[src/rtl/tristate_bus_reader.sv]
// Receive endpoint for a shared tri-state bus: synchronizes the driver enable, waits for
// settle, captures one word per enable pulse into a FIFO. Optional parity: BUS_PARITY_CHECK_EN.
module tristate_bus_reader #(
    parameter int unsigned WIDTH         = 8,
    parameter int unsigned DEPTH         = 4,
    parameter int unsigned SYNC_STAGES   = 2,
    parameter int unsigned SETTLE_CYCLES = 2
) (
    input  logic                     clk,
    input  logic                     rst_n,
    input  logic [WIDTH-1:0]         bus_data,
    input  logic                     bus_en,
`ifdef BUS_PARITY_CHECK_EN
    input  logic                     bus_par,
    output logic                     rd_perr,
`endif
    output logic                     bus_hold,
    output logic [WIDTH-1:0]         rd_data,
    output logic                     rd_valid,
    input  logic                     rd_ready,
    input  logic                     clr_err,
    output logic                     overflow,
    output logic                     glitch,
    output logic [$clog2(DEPTH):0]   fifo_count
);

    localparam int unsigned PW = $clog2(DEPTH);
    localparam int unsigned CW = $clog2(SETTLE_CYCLES + 1);
`ifdef BUS_PARITY_CHECK_EN
    localparam int unsigned FW = WIDTH + 1;
`else
    localparam int unsigned FW = WIDTH;
`endif
    localparam logic [PW:0]   FULL_CNT   = (PW + 1)'(DEPTH);
    localparam logic [CW-1:0] SETTLE_LD  = CW'(SETTLE_CYCLES);
    localparam logic [CW-1:0] CNT_ONE    = CW'(1);

    typedef enum logic [1:0] {
        S_IDLE,
        S_SETTLE,
        S_CAPTURE,
        S_WAIT_LOW
    } state_t;

    logic [SYNC_STAGES-1:0] r_sync;
    logic                   w_en_s;

    state_t                 r_state;
    logic [CW-1:0]          r_cnt;
    logic                   r_glitch;

    logic [FW-1:0]          r_mem [DEPTH];
    logic [PW-1:0]          r_wr_ptr;
    logic [PW-1:0]          r_rd_ptr;
    logic [PW:0]            r_count;
    logic                   r_valid;
    logic                   r_hold;
    logic                   r_overflow;

    logic                   w_push;
    logic                   w_pop;
    logic                   w_full;
    logic                   w_wr_en;
    logic [PW:0]            w_count_nxt;
    logic [FW-1:0]          w_push_word;
    logic [FW-1:0]          w_head;

    always_ff @(posedge clk or negedge rst_n) begin
        if (!rst_n) begin
            r_sync <= '0;
        end else begin
            r_sync <= {r_sync[SYNC_STAGES-2:0], bus_en};
        end
    end

    assign w_en_s = r_sync[SYNC_STAGES-1];

    // clr_err is applied first so a same-cycle glitch event overrides it.
    always_ff @(posedge clk or negedge rst_n) begin
        if (!rst_n) begin
            r_state  <= S_IDLE;
            r_cnt    <= '0;
            r_glitch <= 1'b0;
        end else begin
            if (clr_err) begin
                r_glitch <= 1'b0;
            end
            case (r_state)
                S_IDLE: begin
                    if (w_en_s) begin
                        r_cnt   <= SETTLE_LD;
                        r_state <= S_SETTLE;
                    end
                end
                S_SETTLE: begin
                    if (!w_en_s) begin
                        r_glitch <= 1'b1;
                        r_state  <= S_IDLE;
                    end else begin
                        r_cnt <= r_cnt - CNT_ONE;
                        if (r_cnt == CNT_ONE) begin
                            r_state <= S_CAPTURE;
                        end
                    end
                end
                S_CAPTURE: begin
                    r_state <= S_WAIT_LOW;
                end
                S_WAIT_LOW: begin
                    if (!w_en_s) begin
                        r_state <= S_IDLE;
                    end
                end
                default: begin
                    r_state <= S_IDLE;
                end
            endcase
        end
    end

`ifdef BUS_PARITY_CHECK_EN
    assign w_push_word = {bus_par, bus_data};
`else
    assign w_push_word = bus_data;
`endif

    assign w_push  = (r_state == S_CAPTURE);
    assign w_pop   = r_valid && rd_ready;
    assign w_full  = (r_count == FULL_CNT);
    // When full, a simultaneous pop frees the head slot, which is exactly where wr_ptr points.
    assign w_wr_en = w_push && (!w_full || w_pop);

    always_comb begin
        w_count_nxt = r_count;
        case ({w_wr_en, w_pop})
            2'b10:   w_count_nxt = r_count + 1'b1;
            2'b01:   w_count_nxt = r_count - 1'b1;
            default: w_count_nxt = r_count;
        endcase
    end

    always_ff @(posedge clk or negedge rst_n) begin
        if (!rst_n) begin
            for (int unsigned i = 0; i < DEPTH; i++) begin
                r_mem[i] <= '0;
            end
            r_wr_ptr   <= '0;
            r_rd_ptr   <= '0;
            r_count    <= '0;
            r_valid    <= 1'b0;
            r_hold     <= 1'b0;
            r_overflow <= 1'b0;
        end else begin
            if (w_wr_en) begin
                r_mem[r_wr_ptr] <= w_push_word;
                r_wr_ptr        <= r_wr_ptr + 1'b1;
            end
            if (w_pop) begin
                r_rd_ptr <= r_rd_ptr + 1'b1;
            end
            r_count <= w_count_nxt;
            r_valid <= (w_count_nxt != '0);
            r_hold  <= (w_count_nxt == FULL_CNT);
            if (clr_err) begin
                r_overflow <= 1'b0;
            end
            if (w_push && w_full && !w_pop) begin
                r_overflow <= 1'b1;
            end
        end
    end

    assign w_head     = r_mem[r_rd_ptr];
    assign rd_data    = w_head[WIDTH-1:0];
    assign rd_valid   = r_valid;
    assign bus_hold   = r_hold;
    assign fifo_count = r_count;
    assign overflow   = r_overflow;
    assign glitch     = r_glitch;

`ifdef BUS_PARITY_CHECK_EN
    assign rd_perr = r_valid && (^w_head);
`endif

endmodule
[config.mk]
export PLATFORM = sky130hd
export DESIGN_NAME = tristate_bus_reader
export DESIGN_NICKNAME = d
export VERILOG_FILES = /design/src/rtl/tristate_bus_reader.sv
export SDC_FILE = /design/constraint.sdc
export NUM_CORES = 1
export LEC_CHECK = 0
export BUFFER_PORTS_ARGS = -buffer_cell sky130_fd_sc_hd__clkbuf_2
export CAP_MARGIN = 20
export CORE_UTILIZATION = 45
export DETAILED_ROUTE_END_ITERATION = 10
export GPL_ROUTABILITY_DRIVEN = 0
export GPL_TIMING_DRIVEN = 0
export PLACE_DENSITY_LB_ADDON = 0.08
export SYNTH_ARGS = -nofsm -noshare
export SYNTH_HDL_FRONTEND = slang
export SYNTH_SLANG_ARGS = --single-unit
export TNS_END_PERCENT = 1
[constraint.sdc]
create_clock -name clk -period 5.01 [get_ports clk]
set_input_delay 0.501 -clock clk [delete_from_list [all_inputs] [get_ports clk]]
set_output_delay 0.501 -clock clk [all_outputs]
set_load 0.01 [all_outputs]
Word level (Yosys, flattened, before mapping)
Cells that the tools add are included.
- flip-flop bits (word level): 49
- input port bits: 13
- word-level logic and storage cells: 70
- $add $sub $neg: 5
- $lt $le $gt $ge: 3
- equal/unequal tests: 12
- multiplexer cells: 20
- bitwise gates (word level): 2
- reductions and logical operators: 14
- operator list (kind ; count):
    $bwmux 32 ; 1
    $mux 8 ; 3
    $bmux 8 s2 ; 1
    $demux 8 s2 ; 1
    $mux 2 ; 6
    $pmux 2 s4 ; 1
    $eq 2x1->1 const B ; 3
    $eq 2x2->1 const B ; 3
    $eq 3x3->1 const B ; 2
    $ge 3x3->1 const B ; 2
    $ne 2x2->1 const B ; 3
    $not 2->3 ; 2
    $pmux 3 s2 ; 1
    $reduce_and 3->1 ; 2
    $logic_and 1x1->1 ; 5
    $mux 1 ; 5
    $add 2x1->2 const B ; 2
    $pmux 2 s2 ; 1
    $reduce_bool 2->1 ; 2
    $add 3x1->3 const B ; 1
    $lt 3x1->1 const B ; 1
    $ne 3x3->1 const B ; 1
    $reduce_bool 3->1 ; 1
    $sub 3x1->3 const B ; 1
    4 further kinds ; 5

Longest topological paths before layout
- depth after elaboration: 7
- mapped depth: 9
- mapped depth without buffers: 8

Worst setup path after synthesis
OpenSTA, ideal clock, no wires.
- path kind: register -> register
- start point: register r_count[0] (netlist: fifo_count[0])
- end point: register r_valid (netlist: rd_valid)
- arrival time: 2311 ps
- data required time: 4885 ps
- slack: 2575 ps
- stages on the path, launching flop included: 9
- path buffers: 0
- clock period less this slack: 2435 ps
- cells stage by stage: dfrtp_1 > nor2_2 > a31oi_1 > inv_1 > ha_1 > fa_1 > nor2_1 > a32oi_1 > mux2_2
- cells in the longest elaborated chain, start to end: 7
- elaborated cells on any way between the ends: 10
- RTL lines (item ; line ; RTL):
    from (decl) ; 55 ; logic [PW:0] r_count;
    from (signal assigned) ; 161 ; r_count <= w_count_nxt;
    $eq 3x3->1 ; 129 ; assign w_full = (r_count == FULL_CNT);
    $logic_not 1->1 ; 131 ; assign w_wr_en = w_push && (!w_full || w_pop);
    $logic_or 1x1->1 ; 131 ;
    $logic_and 1x1->1 ; 131 ;
    $eq 2x1->1 / $eq 2x2->1 (equally long branches) ; 135 ; case ({w_wr_en, w_pop})
    $pmux 3 s2 (*) ; 135 ;
    $reduce_bool 3->1 (*) ; 162 ; r_valid <= (w_count_nxt != '0);
    to (signal assigned) ; 162 ;
    to (decl) ; 56 ; logic r_valid;
Every way passes the cells marked *; elsewhere a longest branch is shown, timed or not.
A chain may end at the register's enable or synchronous reset.

Final worst setup path
Same ends and word-level chain as after synthesis.

==> metrics.log <==
[metrics] run status: complete, no violations
[metrics] setup repair after global routing missed its margin: no
[metrics] Post-CTS Repair Setup Buffers: 0
[metrics] net load switching power: 0.559 mW
[metrics] master cell of the clock root buffer: clkbuf_8
[metrics] final hold violation count: 0
[metrics] clock insertion delay at the later pin of the skew report: 290 ps
[metrics] stages on the worst setup path: 8
[metrics] maximum number of pins on one net before global-route repair: 31
[metrics] arrival time at the worst endpoint: 2820 ps
[metrics] chip width: 73.0 µm
[metrics] number of library cell types mapped by synthesis: 29
[metrics] CP max stage cell: nor2_2
[metrics] y dimension of the die: 73.0 µm
[metrics] number of standard cells after synthesis: 148
[metrics] CP endpoint kind: flop
[metrics] sequential cell area fraction in the yosys report: 0.540
[metrics] All-Layer GR Usage: 0.168
[metrics] number of enable flip-flop cells after synthesis: 0
[metrics] post-detailed-route count of antenna-violating nets: 0
[metrics] share of synthesized registers carrying an async set or reset: 1.00
[metrics] Internal: 1.13 mW
[metrics] library cell with the largest summed area after synthesis: dfrtp_1
[metrics] pins over their slew limit: 0
[metrics] drt wl/cell: 15.4 µm
[metrics] antenna violations before repair: 0
[metrics] max capacitance violation total: 0
[metrics] sequential group share of total power: 0.408
[metrics] CP Launch Type: flop
[metrics] wire length of the first global-routing pass: 6490 µm
[metrics] DR vias/cell: 4.99
[metrics] starting density of the core: 0.474
[metrics] buffer levels on the longest clock path: 2
[metrics] final sum of negative setup slack: 0 ps
[metrics] maximum ir drop on the vdd rail: 0.329 mV
[metrics] Setup Slack @ Placement: 2300 ps
[metrics] portion of total power attributed to combinational logic: 0.422
[metrics] mean post-synth cell area: 15.3 µm²
[metrics] hold crit path type: primary input to async pin
[metrics] worst reg-to-reg path cell count: 8
[metrics] r2r setup slk: 2370 ps
[metrics] crit path capture: rd_valid
[metrics] total CTS buffers: 5
[metrics] proportion of power drawn by the clock network: 0.170
[metrics] total wirelength of the detailed-routed design: 3860 µm
[metrics] smallest hold slack: 167 ps
[metrics] number of register bits inferred by synthesis: 49
[metrics] Clock H-tree levels: 2
[metrics] Top-Level Pins: 28
[metrics] number of gates resized after cts: 0
[metrics] transition at the pin with the smallest max-transition slack: 657 ps
[metrics] DPL Wire Length: 2790 µm
[metrics] Area growth, synth to finish: 15.7%
[metrics] end of the worst register-to-register path: rd_valid
[metrics] worst-case clock skew: 5.62 ps
[metrics] proportion of layout cells with a drive suffix above 1: 0.478
[metrics] number of buffer and inverter instances along the worst setup path: 1
[metrics] leakage power total: 1.12 nW
[metrics] vias in the first global route: 1,301
[metrics] clock tree from TritonCTS: yes
[metrics] Crit path required time: 5190 ps
[metrics] Detailed Routing Iterations Pass 1: 4
[metrics] area share of the largest cell type after synthesis: 0.540
[metrics] total number of nets in the final design: 203
[metrics] yosys warns: 0
[metrics] Final min period: 2640 ps
[metrics] maximum fanout encountered on the critical timing path: 7
[metrics] number of placement rows: 25
[metrics] startpoint of the worst-slack reg-to-reg timing path: fifo_count[0]
[metrics] aggregate global routing overflow: 0
[metrics] DR iter-0 viols: 37
[metrics] via count: 1,252
[metrics] highest achievable clock rate: 379 MHz
[metrics] crit path launch: fifo_count[0]
[metrics] final number of setup-violating endpoints: 0
[metrics] most repeated cell in the gate-level netlist after synthesis: dfrtp_1
[metrics] clock input transition at the sequential cells of the worst setup and hold paths: 90 ps
[metrics] post-route clock period utilization: 0.527
[metrics] min setup slack post-route: 2370 ps
[metrics] quantity of I/O buffers inserted on ports: 27
[metrics] dominant cells by area after synthesis: dfrtp_1 (54%), mux2_2 (17%), mux4_2 (7.9%)
[metrics] floorplan die area: 5330 µm²
[metrics] worst slew slack as a fraction of its limit: 0.562
[metrics] list of cells traversed by the critical path: nor2_2 > a31oi_1 > inv_1 > ha_1 > fa_1 > nor2_1 > a32oi_1 > mux2_2
[metrics] Cell Pwr Density: 643 nW/µm²
[metrics] family with the most delay on the worst path: adder cells
[metrics] number of nets produced by synthesis: 168
[metrics] most instantiated cells after synthesis: dfrtp_1 (49), mux2_2 (35), inv_1 (11)
[metrics] switching power share of the total: 0.331
[metrics] Mapped Area: 2270 µm²
[metrics] number of DRC violations after detailed routing: 0
[metrics] Clock Sink Count: 49
[metrics] Crit Path Class: flop to flop
[metrics] hold buffer count at cts: 0
[metrics] number of antenna cells inserted: 0
[metrics] number of inserted filler cells in the final layout: 400
[metrics] crit-path max cell delay: 490 ps
[metrics] flip-flop cell with the highest count after synthesis: dfrtp_1
[metrics] total core area: 4790 µm²
==> placed cells by master, fill, tap and decap left out <==
master,Yosys,layout
inv_1,11,11
buf_12,0,1
xor2_1,1,1
clkbuf_2,0,27
mux2i_1,1,1
xnor2_1,5,5
o21ai_0,1,1
buf_6,1,1
ha_1,6,6
bufinv_16,0,1
nor2b_1,1,1
o2bb2ai_1,1,1
a32oi_1,1,1
clkbuf_8,0,6
mux4_2,8,8
a311oi_4,4,4
nand2b_1,2,2
nor3b_1,1,1
nor2_1,3,3
mux2_2,35,35
a21oi_1,3,3
buf_2,2,2
nor2_2,1,1
a31oi_1,1,1
nand2_1,3,3
nand2b_4,1,1
clkbuf_1,1,2
dfrtp_1,49,49
nand3b_1,1,1
nand3_1,1,1
fa_1,1,1
nand2_2,1,1
a22o_1,1,1
==> power groups by stage <==
stage	Combinational (mW)	Clock, mW	Sequential [mW]
CTS	0.729	0.298	0.691
global placement	0.700	0	0.680
finish	0.712	0.286	0.689
global route	0.783	0.314	0.715
floorplan	0.544	0	0.675
detailed placement	0.729	0	0.699
==> metal layers <==
| metal | wire, µm | track usage | vias up |
|---|---|---|---|
| met5 | 0 | 0 | - |
| met4 | 40 | 0.0588 | 0 |
| met3 | 132 | 0.0414 | 5 |
| met2 | 1900 | 0.266 | 32 |
| met1 | 1790 | 0.225 | 618 |
| li1 | - | - | 597 |
==> flip-flops by register name, indices dropped and copies added (netlist names), 2 cells and up, named ones only <==
name        flops
r_mem          32
r_wr_ptr        2
fifo_count      3
r_cnt           2
r_sync          2
r_rd_ptr        2
==> how the worst min path moves through the flow <==
| stage | start | to | slack, ps |
|---|---|---|---|
| 3_5_place_dp | r_sync[0] | r_sync[1] | 350 |
| 5_1_grt | rst_n | r_mem[15] | 190 |
| 6_report | rst_n | r_mem[15] | 170 |
| 3_3_place_gp | r_sync[0] | r_sync[1] | 340 |
| 2_1_floorplan | rst_n | async pin | 210 |
| 4_1_cts | rst_n | r_mem[31] | 180 |
==> layout make-up <==
class	instances	area (µm²)	share of cell area
Buffer	4	25.0	0.00953
Clock buffer	7	86.3	0.0329
Clock inverter	1	30.0	0.0114
Inverter	11	41.3	0.0157
Multi-Input combinational cell	84	977	0.372
Sequential cell	49	1230	0.467
Tap cell	67	83.8	0.0319
Timing Repair Buffer	28	155	0.0591
==> cell families after synthesis <==
logic type                 after synthesis  share of synthesized area
DFF                                     49                      0.540
buffers and inverters                   15                     0.0292
muxes                                   44                      0.257
xor gates and xnor gates                 6                     0.0232
and+or+nand+nor                         15                     0.0386
adders and majority gates                7                     0.0419
AOI/OAI and AO/OA                       12                     0.0695
==> per-stage QoR <==
stage | area, µm² | total power [mW] | std cells | utilization
after floorplan | 2270 | 1.22 | 148 | -
after global placement | 2490 | 1.38 | 242 | 0.520
after detailed placement | 2510 | 1.43 | 243 | 0.524
after CTS | 2630 | 1.72 | 251 | 0.548
after global routing | 2630 | 1.81 | 251 | 0.548
final | 2630 | 1.69 | 251 | 0.548
Note: power is estimated with default switching activity, not from simulation.
